File: config.mk
export PLATFORM = sky130hd
export DESIGN_NAME = adc_sample_fifo
export DESIGN_NICKNAME = d
export VERILOG_FILES = /design/src/rtl/adc_sample_fifo.sv
export SDC_FILE = /design/constraint.sdc
export NUM_CORES = 2
export LEC_CHECK = 0
export ABC_AREA = 0
export ABC_CLOCK_PERIOD_IN_PS = 7350
export BUFFER_PORTS_ARGS = -buffer_cell sky130_fd_sc_hd__clkbuf_2
export CAP_MARGIN = 40
export CORE_UTILIZATION = 40
export CTS_CLUSTER_SIZE = 20
export DETAILED_ROUTE_END_ITERATION = 6
export SYNTH_ARGS = -nofsm -noshare
export SYNTH_HDL_FRONTEND = slang
export SYNTH_SLANG_ARGS = --single-unit
File: constraint.sdc
create_clock -name clk -period 7.35 [get_ports clk]
set_input_delay 0.735 -clock clk [delete_from_list [all_inputs] [get_ports clk]]
set_output_delay 0.735 -clock clk [all_outputs]
set_load 0.01 [all_outputs]
File: src/rtl/adc_sample_fifo.sv
// adc_sample_fifo
//   Buffers ADC conversion results so the MCU can drain them over the EBI in
//   bursts. Samples enter from the ADC controller; the MCU reads them through
//   a small register window at EBI word address POSITION.
//
//   Register window (offsets from POSITION):
//     +0 DATA    (R) head sample; a completed read pops it (no pop when empty)
//     +1 COUNT   (R) occupancy 0..2^DEPTH_LOG2, zero-extended
//     +2 STATUS  (R) {capture_en, overflow, full, empty} in bits [3:0]
//     +3 CONTROL (W) bit0 flush, bit1 clear overflow (both self-clearing),
//                    bit2 capture_en; reads return 0
//     +4 DECIM   (R/W) only when ADC_SAMPLE_FIFO_DECIM_EN is defined
//
//   Optional feature macro: ADC_SAMPLE_FIFO_DECIM_EN (decimation register).
//
//   Ports:
//     clk          sys_clk
//     reset        asynchronous, active-low
//     enable       EBI chip select (active-high)
//     addr[18:0]   EBI word address
//     data_wr      EBI write strobe (active-high)
//     data_rd      EBI read strobe (active-high)
//     data_in      EBI write data
//     data_out     read data for the wired-OR bus, 0 when not addressed
//     sample_valid one-cycle pulse qualifying sample_data
//     sample_data  ADC sample
//     overflow     sticky overflow flag
//
//   EBI handshake: the bus has no valid/ready; an access is the interval in
//   which enable&strobe is high. Both strobes are brought into clk through a
//   2-flop synchronizer. addr/data_in are captured on the synchronized rising
//   edge; register writes act one cycle later; a DATA read pops on the
//   synchronized falling edge. Read data itself is driven combinationally from
//   the live address for the whole access.

module adc_sample_fifo #(
  parameter int POSITION   = 110,
  parameter int DEPTH_LOG2 = 8
) (
  input  logic        clk,
  input  logic        reset,
  input  logic        enable,
  input  logic [18:0] addr,
  input  logic        data_wr,
  input  logic        data_rd,
  input  logic [15:0] data_in,
  output logic [15:0] data_out,
  input  logic        sample_valid,
  input  logic [15:0] sample_data,
  output logic        overflow
);

  localparam int DEPTH = 1 << DEPTH_LOG2;
  localparam logic [18:0] A_DATA   = 19'(POSITION);
  localparam logic [18:0] A_COUNT  = 19'(POSITION + 1);
  localparam logic [18:0] A_STATUS = 19'(POSITION + 2);
  localparam logic [18:0] A_CTRL   = 19'(POSITION + 3);
  localparam logic [DEPTH_LOG2:0] PTR_ONE = (DEPTH_LOG2 + 1)'(1);

`ifdef ADC_SAMPLE_FIFO_DECIM_EN
  localparam logic [18:0] A_DECIM = 19'(POSITION + 4);
  localparam int WR_BITS = 8;
`else
  localparam int WR_BITS = 3;
`endif

  // Strobe synchronizers; bit [2] is the delayed copy used for edge detect.
  logic [2:0] rd_sync;
  logic [2:0] wr_sync;
  logic       rd_rise, rd_fall, wr_rise;

  logic               rd_data_q;   // captured: this read targets DATA
  logic               wr_pend;     // captured write is applied this cycle
  logic [18:0]        wr_addr_q;
  logic [WR_BITS-1:0] wr_data_q;

  logic [15:0]           mem [DEPTH];
  logic [DEPTH_LOG2:0]   wptr, rptr, count;
  logic                  full, empty;
  logic                  capture_en;
  logic                  ctrl_wr, flush, ovf_clr;
  logic                  pop, push_req, push_ok, ovf_set;
  logic                  decim_hit;
  logic [15:0]           rd_mux;

  // data_in upper bits are not stored by any register.
  logic unused_data_in;
  assign unused_data_in = &{1'b0, data_in[15:WR_BITS]};

  assign rd_rise = rd_sync[1] & ~rd_sync[2];
  assign rd_fall = ~rd_sync[1] & rd_sync[2];
  assign wr_rise = wr_sync[1] & ~wr_sync[2];

  always_ff @(posedge clk or negedge reset) begin
    if (!reset) begin
      rd_sync   <= '0;
      wr_sync   <= '0;
      rd_data_q <= 1'b0;
      wr_pend   <= 1'b0;
      wr_addr_q <= '0;
      wr_data_q <= '0;
    end else begin
      rd_sync <= {rd_sync[1:0], enable & data_rd};
      wr_sync <= {wr_sync[1:0], enable & data_wr};
      wr_pend <= wr_rise;
      if (rd_rise) rd_data_q <= (addr == A_DATA);
      if (wr_rise) begin
        wr_addr_q <= addr;
        wr_data_q <= data_in[WR_BITS-1:0];
      end
    end
  end

  assign ctrl_wr = wr_pend && (wr_addr_q == A_CTRL);
  assign flush   = ctrl_wr & wr_data_q[0];
  assign ovf_clr = ctrl_wr & wr_data_q[1];

  assign full  = (wptr[DEPTH_LOG2] != rptr[DEPTH_LOG2]) &&
                 (wptr[DEPTH_LOG2-1:0] == rptr[DEPTH_LOG2-1:0]);
  assign empty = (wptr == rptr);
  assign count = wptr - rptr;

  // Popping when empty is impossible, so an empty FIFO sees the push only.
  // A full FIFO accepts a push only when a pop frees the head slot in the
  // same cycle. Flush discards any coincident sample.
  assign pop      = rd_fall & rd_data_q & ~empty;
  assign push_req = sample_valid & capture_en & decim_hit;
  assign push_ok  = push_req & (~full | pop) & ~flush;
  assign ovf_set  = push_req & full & ~pop & ~flush;

`ifdef ADC_SAMPLE_FIFO_DECIM_EN
  logic [7:0] decim, dec_cnt;
  logic       decim_wr;

  assign decim_wr  = wr_pend && (wr_addr_q == A_DECIM);
  assign decim_hit = (dec_cnt == decim);

  always_ff @(posedge clk or negedge reset) begin
    if (!reset) begin
      decim   <= '0;
      dec_cnt <= '0;
    end else begin
      if (decim_wr) decim <= wr_data_q[7:0];
      if (flush || decim_wr) dec_cnt <= '0;
      else if (sample_valid && capture_en) dec_cnt <= decim_hit ? 8'd0 : dec_cnt + 8'd1;
    end
  end
`else
  assign decim_hit = 1'b1;
`endif

  always_ff @(posedge clk or negedge reset) begin
    if (!reset) begin
      wptr       <= '0;
      rptr       <= '0;
      capture_en <= 1'b0;
      overflow   <= 1'b0;
    end else begin
      if (flush) begin
        wptr <= '0;
        rptr <= '0;
      end else begin
        if (push_ok) wptr <= wptr + PTR_ONE;
        if (pop)     rptr <= rptr + PTR_ONE;
      end
      if (ctrl_wr) capture_en <= wr_data_q[2];
      // Set has priority over a clear landing in the same cycle.
      if (ovf_set)      overflow <= 1'b1;
      else if (ovf_clr) overflow <= 1'b0;
    end
  end

  // Storage has no reset; occupancy is defined solely by the pointers.
  always_ff @(posedge clk) begin
    if (push_ok) mem[wptr[DEPTH_LOG2-1:0]] <= sample_data;
  end

  always_comb begin
    rd_mux = '0;
    case (addr)
      A_DATA:   rd_mux = empty ? 16'h0000 : mem[rptr[DEPTH_LOG2-1:0]];
      A_COUNT:  rd_mux = 16'(count);
      A_STATUS: rd_mux = {12'h000, capture_en, overflow, full, empty};
`ifdef ADC_SAMPLE_FIFO_DECIM_EN
      A_DECIM:  rd_mux = {8'h00, decim};
`endif
      default:  rd_mux = '0;
    endcase
  end

  // Gated by reset so the bus is released immediately when reset asserts.
  assign data_out = (reset && enable && data_rd) ? rd_mux : 16'h0000;

endmodule
# == Word level (Yosys, flattened, before mapping) ==
# Memory sizes are Yosys's and may differ from the RTL's.
# Cells that the tools add are included.
# totals
regBits,50
latch_bits,0
ram_bits,4096
romBits,0
inputBits,57
out_inout_bits,17
word_cells,62
memories,1
# memory_table
memory,depth,width,rd,rd_clocked_by_memory_dff,wr,line,rtl
mem,256,16,1,0,1,77,logic [15:0] mem [DEPTH];
# op_classes
n_addsub,3
n_mul,0
n_div,0
n_lt_le_gt_ge,0
eq_ne,7
n_shift,0
mux,11
bitwise,23
reduce_logical,7
# op_table
cell,count
== test 19 x 7 -> 1 bit (second input constant),4
case mux 16 bit (3 select lines),1
2-to-1 mux 9 bit,4
2-to-1 mux 16 bit,2
adder 9 x 1 -> 9 bit (second input constant),2
AND 1 bit,15
== test 9 bit,1
subtractor 9 bit,1
== test 8 bit,1
inverter 1 bit,7
nonzero test 2 bit,3
logical AND 1 bit,4
2-to-1 mux 1 bit,4
inequality test 1 bit,1
bitwise OR 1 bit,1

# == Logic depth before layout (Yosys ltp) ==
# depth
ltp_word,9
mapped_depth,16
mapped_depth_nobuf,10

# == Worst setup path before layout ==
# No wires, ideal clock.
# synth_timing
path_kind,register -> register
startpoint,register rptr[3]
endpoint,"memory mem[159][0], enable pin"
setup_time_ps,430
t_arrival_ps,4606
t_required_ps,6920
setup_slack_ps,2313
path_stages_with_launch,14
path_buffers,6
period_less_slack_ps,5037
cell_sequence,dfrtp_1 > clkinv_1 > buf_2 > buf_2 > buf_2 > buf_2 > buf_2 > ha_1 > and4_1 > a41o_1 > clkbuf_1 > nor2_1 > nand2b_1 > nor4_1
# synth_via
elab_chain_cells,8
word_cells_on_any_way,11
cone_classes,eq/ne: 2; mux: 2; bitwise: 6; reduce/logical: 1
# synth_lines
item,line,rtl
start: declaration,78,"logic [DEPTH_LOG2:0] wptr, rptr, count;"
start signal: assignment,164,if (pop) rptr <= rptr + PTR_ONE;
== test 9 bit or == test 8 bit (tied branches),"120, 119",
inverter 1 bit or logical AND 1 bit (tied branches),"126, 118",
AND 1 bit or inverter 1 bit (tied branches),"126, 128",
bitwise OR 1 bit *,128,assign push_ok = push_req & (~full | pop) & ~flush;
AND 1 bit * (2 in a row),128,
2-to-1 mux 1 bit *,175,if (push_ok) mem[wptr[DEPTH_LOG2-1:0]] <= sample_data;
2-to-1 mux 1 bit (not written as such) *,175,
end: declaration,77,
# Mark *: on every way between the ends. The rest lies on a longest branch, timed or not.

# == Worst setup path after layout ==
# layout_timing
startpoint,register rptr[3]
endpoint,output data_out[14]
# layout_via
elab_chain_cells,4
word_cells_on_any_way,5
cone_classes,eq/ne: 1; mux: 3; memory: 1
# layout_lines
item,line,rtl
memory (256 x 16 bit) or == test 9 bit (tied branches),-,
2-to-1 mux 16 bit *,181,A_DATA: rd_mux = empty ? 16'h0000 : mem[rptr[DEPTH_LOG2-1:0]];
case mux 16 bit (3 select lines) *,180,case (addr)
2-to-1 mux 16 bit *,192,assign data_out = (reset && enable && data_rd) ? rd_mux : 16'h0000;
end: declaration,47,"output logic [15:0] data_out,"
# Marks and branches as above.

==> results.md <==
| Metric | Value | Unit |
|:---|:---|:---|
| 1st-pass router iterations | 7 | - |
| Total number of H-tree levels | 5 | - |
| Violated checks | design-rule violations | - |
| Post-layout net count | 7779 | - |
| Maximum number of pins on one net before global-route repair | 183 | - |
| Critical path endpoint category | output port | - |
| Global route total overflow | 0 | - |
| Total area of sequential cells | 124000 | um^2 |
| Initial antenna violation count | 27 | - |
| Non-filler cells, final | 13300 | - |
| TritonCTS clock tree | yes | - |
| Number of enable flip-flop cells after synthesis | 4096 | - |
| Reg2reg end | mem[139][3]$_DFFE_PP_ | - |
| Crit path arrival time | 5.96 | ns |
| Worst hold margin | 0.163 | ns |
| Number of nets in the synthesized netlist | 7162 | - |
| Std cell rows | 231 | - |
| Most common cell after layout, fill and taps aside | edfxtp_1 | - |
| Total negative slack for setup checks | 0 | ns |
| Reg2reg setup slack | 2.23 | ns |
| Power per standard cell area | 303 | nW/um^2 |
| Wire length of the first global-routing pass | 624000 | um |
| Async SR Flop Fraction | 1.21 | % |
| Total number of yosys warnings | 0 | - |
| Hold Violations, Final | 0 | - |
| Mapped Area | 160000 | um^2 |
| DR WL/cell | 33.9 | um |
| Run status | finished with violations | - |
| Antenna Violating Nets Remaining | 0 | - |
| Setup Viol. Count Final | 0 | - |
| R2R depth | 9 | - |
| Die span in y | 635 | um |
| Type of the setup path with the least slack | register to output port | - |
| Weighted congestion at the end of routability-driven global placement | 0.898 | - |
| Fraction of layout cells with a size suffix above 1 | 30.7 | % |
| Source-to-sink clock delay at the later pin of the worst-skew pair | 1.02 | ns |
| Core Region | 397000 | um^2 |
| Worst hold start | sample_data[0] | - |
| Count of state elements after synthesis | 4146 | - |
| Worst IR Drop VDD | 0.220 | mV |
| Origin of the critical flop-to-flop path | rptr[3]$_DFFE_PN0P_ | - |
| DRC violation count after routing | 2 | - |
| Via count of the first global-routing pass | 78900 | - |
| Upper clock frequency limit | 0.149 | GHz |
| Floorplan die width | 635 | um |
| Placed Cells | 12500 | - |
| Kind of start point of the critical path | register | - |
| Max-cap violation count | 0 | - |
| Worst relative slew slack | 9.53 | % |
| Number of pins exceeding their max-slew limit in the final report | 0 | - |
| Tcrit/Tclk final | 91.1 | % |
| Number of top-level pins | 74 | - |
| Port buffer count | 60 | - |
| Required arrival time at the worst endpoint | 6.61 | ns |
| Post-place instance area | 170000 | um^2 |
| Leakage power | 57.2 | nW |
| Starting density of the core | 40.3 | % |
| Area enclosed by the die boundary | 403000 | um^2 |
| Post-route minimum period | 6.70 | ns |
| Sinks on Clock Net | 4146 | - |
| Mean area per synthesized cell | 22.6 | um^2 |
| Wire length reported by the detailed router | 451000 | um |
| Violation count after the first detailed-route iteration | 10900 | - |
| Area growth from synthesis to final layout | 15.3 | % |
| Num CTS Buffers | 420 | - |
| Detailed-route vias per instance | 5.97 | - |
| Dpl ws | 1.79 | ns |
| Post-synthesis cell count | 7091 | - |
| Clock skew | 0.0698 | ns |
| Area of the multi-input gates | 34000 | um^2 |
| Dominant register cell in the synthesized netlist | edfxtp_1 | - |
| Clock tree buffer depth | 4 | - |
| GRT Util Overall | 22.2 | % |
| Area of all placed cells without fillers | 185000 | um^2 |
| CTS Root Cell | clkbuf_16 | - |
| Number of instances resized during post-cts repair | 0 | - |
| Number of fill cells in the layout | 32500 | - |
| Maximum fanout along the worst path | 44 | - |
| Worst setup margin | 0.652 | ns |
| Sequential-to-total area share from yosys stat | 77.6 | % |
| Sum of net half-perimeters after detailed placement | 269000 | um |
| Number of unique standard cell types used by synthesis | 77 | - |
| Total number of vias | 79500 | - |
| Class of the most critical hold timing path | primary input to register | - |
| Clock transition at the registers of the reported paths | 0.06 | ns |
| Cell count of the worst hold path | 1 | - |
| Unrepaired setup endpoints after global routing | false | - |
| Commonest non-fill, non-tap cells in the layout | edfxtp_1, mux4_2, clkbuf_16 | - |
| Worst slew pin tran | 1.36 | ns |
| Destination of the worst hold path | mem[128][0]$_DFFE_PP_ | - |
[synthesized netlist by cell type (6+ instances only)]
library cell | instances | area, um^2
mux2i_1 | 237 | 2370
nand4_1 | 14 | 87.6
and2_1 | 7 | 43.8
nand2b_1 | 8 | 50.1
nor2b_1 | 16 | 100
buf_1 | 32 | 120
o211ai_1 | 22 | 165
buf_6 | 42 | 473
o21ai_0 | 66 | 330
o221ai_1 | 31 | 272
buf_8 | 11 | 165
mux4_2 | 1069 | 24100
nor3_1 | 19 | 95.1
a221oi_1 | 40 | 350
o22ai_1 | 47 | 294
edfxtp_1 | 4096 | 123000
o31ai_1 | 6 | 45.0
xnor2_1 | 13 | 114
a22oi_1 | 69 | 518
dfrtp_1 | 50 | 1250
a31oi_1 | 21 | 131
clkbuf_1 | 157 | 589
a21oi_1 | 83 | 415
buf_4 | 43 | 323
mux2_2 | 37 | 417
nand3_1 | 39 | 195
a22o_1 | 24 | 210
nor4_1 | 16 | 100
ha_1 | 13 | 163
a211oi_1 | 21 | 158
nand2_1 | 167 | 627
inv_1 | 12 | 45.0
xor2_1 | 8 | 70.1
nor2_1 | 341 | 1280
buf_2 | 119 | 596
[state kept, by name (all words and copies together) (netlist names)]
| signal | cells |
|---|---|
| mem | 4096 |
| wr_addr_q | 19 |
| rptr | 9 |
| wptr | 9 |
| rd_sync | 3 |
| wr_data_q | 3 |
| wr_sync | 3 |
| capture_en | 1 |
| overflow | 1 |
| rd_data_q | 1 |
| wr_pend | 1 |
[kinds of logic (layout without fill, tap and decap cells)]
group / count (synthesis) / after routing / synth area share (%)
DFF: 4146 / 4146 / 77.6
muxes: 1343 / 1343 / 16.8
xor gates and xnor gates: 21 / 21 / 0.115
buffers and inverters: 421 / 1396 / 1.47
AOI/OAI and AO/OA: 490 / 490 / 2.14
adders and majority gates: 14 / 14 / 0.114
and+or+nand+nor: 656 / 656 / 1.75
other: 0 / 12 / 0
[stage by stage]
stage	total power [mW]	util (%)
5_1_grt	57.6	46.5
3_5_place_dp	35.3	42.9
6_report	56.0	46.5
3_3_place_gp	35.1	42.5
4_1_cts	56.3	46.4
2_1_floorplan	32.9	-
[report_power, final]
part | internal (mW) | switching (mW)
Combinational | 4.19 | 4.41
Sequential | 26.0 | 0.0805
Clock | 12.2 | 9.06
[area by class of cell]
cell class,instances,area share [%]
multi-input cells,2524,18.4
well taps,5242,3.55
clock buffers,516,5.95
inverters,16,0.0400
clock inverters,264,1.44
repair buffers,600,3.22
flip-flops and latches,4146,67.3
diodes,12,0.0163
[worst max-delay path: stages, from the launching register on]
cell and delay, ns:
dfrtp_4 0.97, inv_8 0.43, ha_1 0.47, nand4_1 0.16
o31ai_1 0.13, or4_1 0.64, nor2_1 0.73, o2111ai_1 0.29
nor2_1 0.53, or4b_1 0.38, clkbuf_2 0.19
[worst max path at each step]
stage                              from               endpoint  slack [ns]  cells past startpoint
global route        rptr[3]$_DFFE_PN0P_           data_out[14]        0.55                     10
global placement    rptr[0]$_DFFE_PN0P_            data_out[6]        1.45                      9
detailed placement  rptr[3]$_DFFE_PN0P_           data_out[14]        1.79                     10
floorplan           rptr[3]$_DFFE_PN0P_  mem[159][0]$_DFFE_PP_        2.31                     13
CTS                 rptr[3]$_DFFE_PN0P_           data_out[14]        0.71                     10
finish              rptr[3]$_DFFE_PN0P_           data_out[14]        0.65                     10
[layer usage]
layer  global-route usage (%)  vias up  routed length [um]
met5                   0.0242        -                 218
met4                     7.84        8               18000
met3                     5.40      776               46500
met2                     34.1     4367              208000
met1                     30.9    42900              178000
li1                         -    31400                   -
[what timing repair did]
action,CTS,global route
endpoints found under the hold margin,28,1
hold buffers,24,1
setup buffers,0,0
No activity file was read; power rests on OpenSTA's default activity.
